$ cat src/rtl/cordic_uart_pkg.sv
// Shared constants and types for the CORDIC UART link.
// Covers bit timing, byte width, the CORDIC word width and the receive-side assembler states.
package cordic_uart_pkg;

  localparam int CLKS_PER_BIT         = 870;
  localparam int BYTE_W               = 8;
  // Two 10-bit UART frames of silence between bytes of one word.
  localparam int DEFAULT_TIMEOUT_CLKS = 2 * 10 * CLKS_PER_BIT;
  localparam int DATA_WIDTH           = 18;

  typedef enum logic {
    IDLE    = 1'b0,
    COLLECT = 1'b1
  } asm_state_e;

endpackage

$ cat src/rtl/uart_word_assembler.sv
// Packs the uart_rx byte stream little-endian into DATA_WIDTH_OUT-bit words for the CORDIC engine.
// An inter-byte timeout drops partial words so a lost byte cannot misalign framing.
module uart_word_assembler
  import cordic_uart_pkg::*;
#(
  parameter int DATA_WIDTH_IN  = BYTE_W,
  parameter int DATA_WIDTH_OUT = DATA_WIDTH,
  parameter int TIMEOUT_CLKS   = DEFAULT_TIMEOUT_CLKS
) (
  input  logic                      i_clk,
  input  logic                      i_rst,
  input  logic [DATA_WIDTH_IN-1:0]  i_data,
  input  logic                      i_data_valid,
  output logic [DATA_WIDTH_OUT-1:0] o_data,
  output logic                      o_data_valid,
  output logic                      o_busy,
  output logic                      o_timeout
);

  localparam int N_BYTES = (DATA_WIDTH_OUT + BYTE_W - 1) / BYTE_W;
  localparam int BUF_W   = N_BYTES * BYTE_W;
  localparam int CNT_W   = (N_BYTES > 1) ? $clog2(N_BYTES) : 1;
  localparam int TMR_W   = $clog2(TIMEOUT_CLKS);

  localparam logic [CNT_W-1:0] CNT_LAST = CNT_W'(N_BYTES - 1);
  localparam logic [CNT_W-1:0] CNT_ONE  = CNT_W'(1);
  localparam logic [TMR_W-1:0] TMR_LAST = TMR_W'(TIMEOUT_CLKS - 1);

  asm_state_e                state_q, state_d;
  logic [CNT_W-1:0]          cnt_q, cnt_d;
  logic [TMR_W-1:0]          tmr_q, tmr_d;
  logic [BUF_W-1:0]          buf_q, buf_d;
  logic [DATA_WIDTH_OUT-1:0] data_q, data_d;
  logic                      valid_q, valid_d;
  logic                      timeout_q, timeout_d;

  always_comb begin
    state_d   = state_q;
    cnt_d     = cnt_q;
    tmr_d     = tmr_q;
    buf_d     = buf_q;
    valid_d   = 1'b0;
    timeout_d = 1'b0;
    case (state_q)
      IDLE: begin
        if (i_data_valid) begin
          buf_d[BYTE_W-1:0] = i_data;
          cnt_d             = CNT_ONE;
          tmr_d             = '0;
          if (N_BYTES == 1) valid_d = 1'b1;
          else              state_d = COLLECT;
        end
      end
      COLLECT: begin
        // An arriving byte takes priority over timer expiry in the same cycle.
        if (i_data_valid) begin
          for (int b = 1; b < N_BYTES; b++) begin
            if (cnt_q == CNT_W'(b)) buf_d[b*BYTE_W +: BYTE_W] = i_data;
          end
          tmr_d = '0;
          if (cnt_q == CNT_LAST) begin
            valid_d = 1'b1;
            cnt_d   = '0;
            state_d = IDLE;
          end else begin
            cnt_d = cnt_q + CNT_ONE;
          end
        end else if (tmr_q == TMR_LAST) begin
          timeout_d = 1'b1;
          cnt_d     = '0;
          tmr_d     = '0;
          buf_d     = '0;
          state_d   = IDLE;
        end else begin
          tmr_d = tmr_q + TMR_W'(1);
        end
      end
      default: state_d = IDLE;
    endcase
  end

  // Upper bits of the final byte beyond DATA_WIDTH_OUT are dropped here.
  assign data_d = valid_d ? buf_d[DATA_WIDTH_OUT-1:0] : data_q;

  always_ff @(posedge i_clk or posedge i_rst) begin
    if (i_rst) begin
      state_q   <= IDLE;
      cnt_q     <= '0;
      tmr_q     <= '0;
      buf_q     <= '0;
      data_q    <= '0;
      valid_q   <= 1'b0;
      timeout_q <= 1'b0;
    end else begin
      state_q   <= state_d;
      cnt_q     <= cnt_d;
      tmr_q     <= tmr_d;
      buf_q     <= buf_d;
      data_q    <= data_d;
      valid_q   <= valid_d;
      timeout_q <= timeout_d;
    end
  end

  assign o_data       = data_q;
  assign o_data_valid = valid_q;
  assign o_timeout    = timeout_q;
  assign o_busy       = (state_q == COLLECT);

endmodule

$ cat config.mk
export PLATFORM = sky130hd
export DESIGN_NAME = uart_word_assembler
export DESIGN_NICKNAME = d
export VERILOG_FILES = /design/src/rtl/cordic_uart_pkg.sv /design/src/rtl/uart_word_assembler.sv
export SDC_FILE = /design/constraint.sdc
export NUM_CORES = 1
export LEC_CHECK = 0
export CORE_MARGIN = 2
export CORE_UTILIZATION = 52
export CTS_CLUSTER_DIAMETER = 150
export DETAILED_ROUTE_END_ITERATION = 12
export PLACE_DENSITY_LB_ADDON = 0.08
export SLEW_MARGIN = 25
export SYNTH_ARGS = -nofsm -noshare
export SYNTH_HDL_FRONTEND = slang
export SYNTH_SLANG_ARGS = --single-unit
$ cat constraint.sdc
create_clock -name i_clk -period 1.9 [get_ports i_clk]
set_input_delay 0.285 -clock i_clk [delete_from_list [all_inputs] [get_ports i_clk]]
set_output_delay 0.285 -clock i_clk [all_outputs]
set_load 0.03 [all_outputs]
==> metrics.md <==
| Metric | Value |
|---|---|
| Vias in the first global route | `1,834` |
| Critical path class | `flop to flop` |
| TritonCTS clock tree | `yes` |
| Max-cap check violation count | `0` |
| Gr ovfl total | `0` |
| Antenna-violating nets left | `0` |
| Summed area of non-filler cells in the final layout | `3020 um2` |
| Dpl ws | `147 ps` |
| Count of flip-flops with a built-in enable after synthesis | `0` |
| Post-synthesis to final-layout area growth | `23.4%` |
| Launching instance or port of the critical path | `tmr_q[0]` |
| Post-DP Area | `2910 um2` |
| Most frequent standard cell in the layout excluding fill and tap cells | `sky130_fd_sc_hd__dfrtp_1` |
| Non-Filler Instances | `334` |
| Finish-stage setup viols | `0` |
| Worst-case register-to-register setup slack | `120 ps` |
| Synthesis warning total | `0` |
| Via Count | `1,953` |
| Endpoints failing hold | `0` |
| Cts hold-fix bufs | `0` |
| Crit path capture type | `flop` |
| Final TNS setup | `0 ps` |
| Run status | `finished, final reports clean` |
| Layout Nets | `294` |
| Root Buffer Master | `sky130_fd_sc_hd__clkbuf_8` |
| Internal portion of total power | `2.43 mW` |
| Number of different library cells in the post-synthesis netlist | `45` |
| Peak fanout along the critical path | `10` |
| Leading register cell type out of synthesis | `sky130_fd_sc_hd__dfrtp_1` |
| Cts repair resizes | `0` |
| Boundary Pins | `32` |
| Power per unit of standard cell area | `1230 nW/um2` |
| DPL Wire Length | `3.68 mm` |
| Fraction of the cycle the final worst path needs | `93.9%` |
| Area inside the core boundary | `4440 um2` |
| Routability congestion estimate | `0.919` |
| DRT iter0 DRCs | `206` |
| Starting Density | `55.0%` |
| Wire length of the first global-routing pass | `9.03 mm` |
| Most area-consuming cells after synthesis | `sky130_fd_sc_hd__dfrtp_1, sky130_fd_sc_hd__nand2_1, sky130_fd_sc_hd__mux2_2, sky130_fd_sc_hd__o21ai_0, sky130_fd_sc_hd__a22oi_1` |
| Deepest clock path buffer count | `2` |
| P_leak | `1.34 nW` |
| CTS sink count | `54` |
| Mean Syn Cell Area | `10.2 um2` |
| Gate count after technology mapping | `239` |
| Insertion delay to the later sink of the worst-skew pair | `310 ps` |
| Worst EP required | `2090 ps` |
| Filler instances | `360` |
| DRC | `0` |
| Number of H-tree branching levels | `2` |
| Most frequent cells in the layout | `sky130_fd_sc_hd__dfrtp_1, sky130_fd_sc_hd__nand2_1, sky130_fd_sc_hd__clkdlybuf4s50_1` |
| Time the final worst path needs with I/O delays and setup | `1780 ps` |
| Maximum vdd drop | `0.840 mV` |
| Worst-path clk slew | `100 ps` |
| Sw Ratio | `34.7%` |
| Fraction of layout cells with a size suffix above 1 | `15.6%` |
| Number of buffers inserted during clock tree synthesis | `5` |
| Flip-flop and latch count after synthesis | `54` |
| Antenna violations before repair | `0` |
| Maximum clock frequency | `561 MHz` |
| Average wire per standard cell | `15.8 um` |
| Switching power summed over all nets | `1.29 mW` |
| Number of nets in the synthesized netlist | `251` |
| CP endpoint | `tmr_q[14]` |
| 1st-pass router iterations | `6` |
| Worst Reg2Reg Path Length in Cells | `6` |
| Slew Limit Headroom | `59.2%` |
| Die Outline Area | `5270 um2` |
| Number of post-CTS setup repair buffers | `0` |
| Cell area after synthesis | `2450 um2` |
| Share of synthesized flip-flops with an asynchronous set or reset | `100%` |
| Inst Count DP | `327` |
| Port bufs | `31` |
| Number of antenna diodes | `0` |
| Wire length reported by the detailed router | `5.27 mm` |
| Area share of the leading cell type in the synthesized netlist | `55.2%` |
| Proportion of synthesized chip area in sequential cells | `55.2%` |
| Slew Limit Fails | `0` |
| Worst hold path class | `input pin to async pin` |
| Largest net degree at the start of global routing | `55` |
| Crit start category | `flop` |
| Start of the worst register-to-register path | `tmr_q[0]` |
| Worst reg2reg endpoint | `tmr_q[14]` |
| Combinational power share | `36.0%` |
| Flop pwr share | `43.6%` |
| Die W | `72.6 um` |
| Vert. Die Dim | `72.6 um` |
| Row cnt | `24` |
| Pin slew with the least headroom to its limit | `610 ps` |
| Clock Power Share | `20.4%` |
| WP data arrival | `1980 ps` |
| Total global routing track utilization | `22.3%` |
| Post-route clock skew | `7.54 ps` |
| Hold Slack | `321 ps` |
| Routed via count divided by cell count | `5.85` |
| Unrepaired setup endpoints after global routing | `false` |
| Final setup slack of the worst path | `116 ps` |
| Largest area contributor in the netlist | `sky130_fd_sc_hd__dfrtp_1` |
-- cell families (layout without fill, tap and decap cells) --
logic type	Yosys count	after routing	synth area share, %
compound gates	55	55	14.5
xor+xnor	2	2	0.716
fa+ha+maj	1	1	0.511
buf+inv	25	68	4.45
flops	54	54	55.2
mux	10	10	4.60
simple gates	92	92	20.0
-- worst min-delay path by stage --
stage | depth (start not counted) | slack (ps) | from | end
detailed placement | 2 | 470 | o_data[12] | o_data[12]
floorplan | 1 | 440 | i_data[0] | o_data[16]
global placement | 2 | 460 | o_data[14] | o_data[14]
global route | 3 | 370 | i_rst | o_data[0]
CTS | 3 | 350 | i_rst | tmr_q[7]
finish | 3 | 320 | i_rst | tmr_q[7]
-- final cells by class --
cell class | instances | area [um2] | area share, %
flip-flops and latches | 54 | 1350 | 44.8
inverters | 14 | 52.6 | 1.74
repair buffers | 47 | 455 | 15.1
multi-input cells | 160 | 986 | 32.7
well taps | 52 | 65.1 | 2.16
clock inverters | 2 | 38.8 | 1.29
clock buffers | 5 | 68.8 | 2.28
-- metal layers --
metal / track usage (%) / part of all wire, % / up-vias
met4: 5.56 / 0.64 / 0
met1: 35.5 / 51 / 937
met3: 4.83 / 5.5 / 4
met5: 0 / 0 / -
met2: 31.1 / 42 / 61
li1: - / - / 951
-- registers in the layout, summed over array words and instances (netlist names) --
signal / count
o_data_valid: 1
o_timeout: 1
cnt_q: 2
buf_q: 16
o_data: 18
o_busy: 1
tmr_q: 15
-- worst max-delay path, stage by stage (launching register included) --
cell,delay [ps]
sky130_fd_sc_hd__dfrtp_1,410
sky130_fd_sc_hd__ha_1,250
sky130_fd_sc_hd__and4bb_2,250
sky130_fd_sc_hd__nand4_2,260
sky130_fd_sc_hd__buf_4,260
sky130_fd_sc_hd__a21boi_0,170
sky130_fd_sc_hd__a21oi_1,60
-- cell usage after synthesis, types with 2 or more instances --
library cell,n
sky130_fd_sc_hd__buf_2,3
sky130_fd_sc_hd__o31ai_1,2
sky130_fd_sc_hd__nor2_2,2
sky130_fd_sc_hd__a21oi_1,11
sky130_fd_sc_hd__and4_1,4
sky130_fd_sc_hd__nand4_1,9
sky130_fd_sc_hd__xor2_1,2
sky130_fd_sc_hd__nand3_1,10
sky130_fd_sc_hd__and3_2,3
sky130_fd_sc_hd__o21ai_0,12
sky130_fd_sc_hd__nor3_1,8
sky130_fd_sc_hd__nand2_1,31
sky130_fd_sc_hd__o22ai_1,8
sky130_fd_sc_hd__nor2_1,14
sky130_fd_sc_hd__inv_1,13
sky130_fd_sc_hd__clkbuf_1,6
sky130_fd_sc_hd__o211ai_1,2
sky130_fd_sc_hd__a22oi_1,8
sky130_fd_sc_hd__a311oi_1,2
sky130_fd_sc_hd__mux2_2,10
sky130_fd_sc_hd__a31oi_1,2
sky130_fd_sc_hd__dfrtp_1,54
-- stage by stage --
stage / utilization, % / power (mW)
global route: 67.9 / 3.93
global placement: 65.5 / 2.96
detailed placement: 65.5 / 2.99
CTS: 67.9 / 3.74
finish: 67.9 / 3.72
floorplan: - / 2.43
-- power groups by stage --
stage | Combinational [mW] | Sequential, mW | Clock [mW]
global placement | 1.32 | 1.63 | 0
CTS | 1.34 | 1.62 | 0.776
global route | 1.45 | 1.66 | 0.820
finish | 1.34 | 1.62 | 0.759
floorplan | 0.422 | 2.01 | 0
detailed placement | 1.34 | 1.65 | 0
Power figures use the tool's default switching activity.
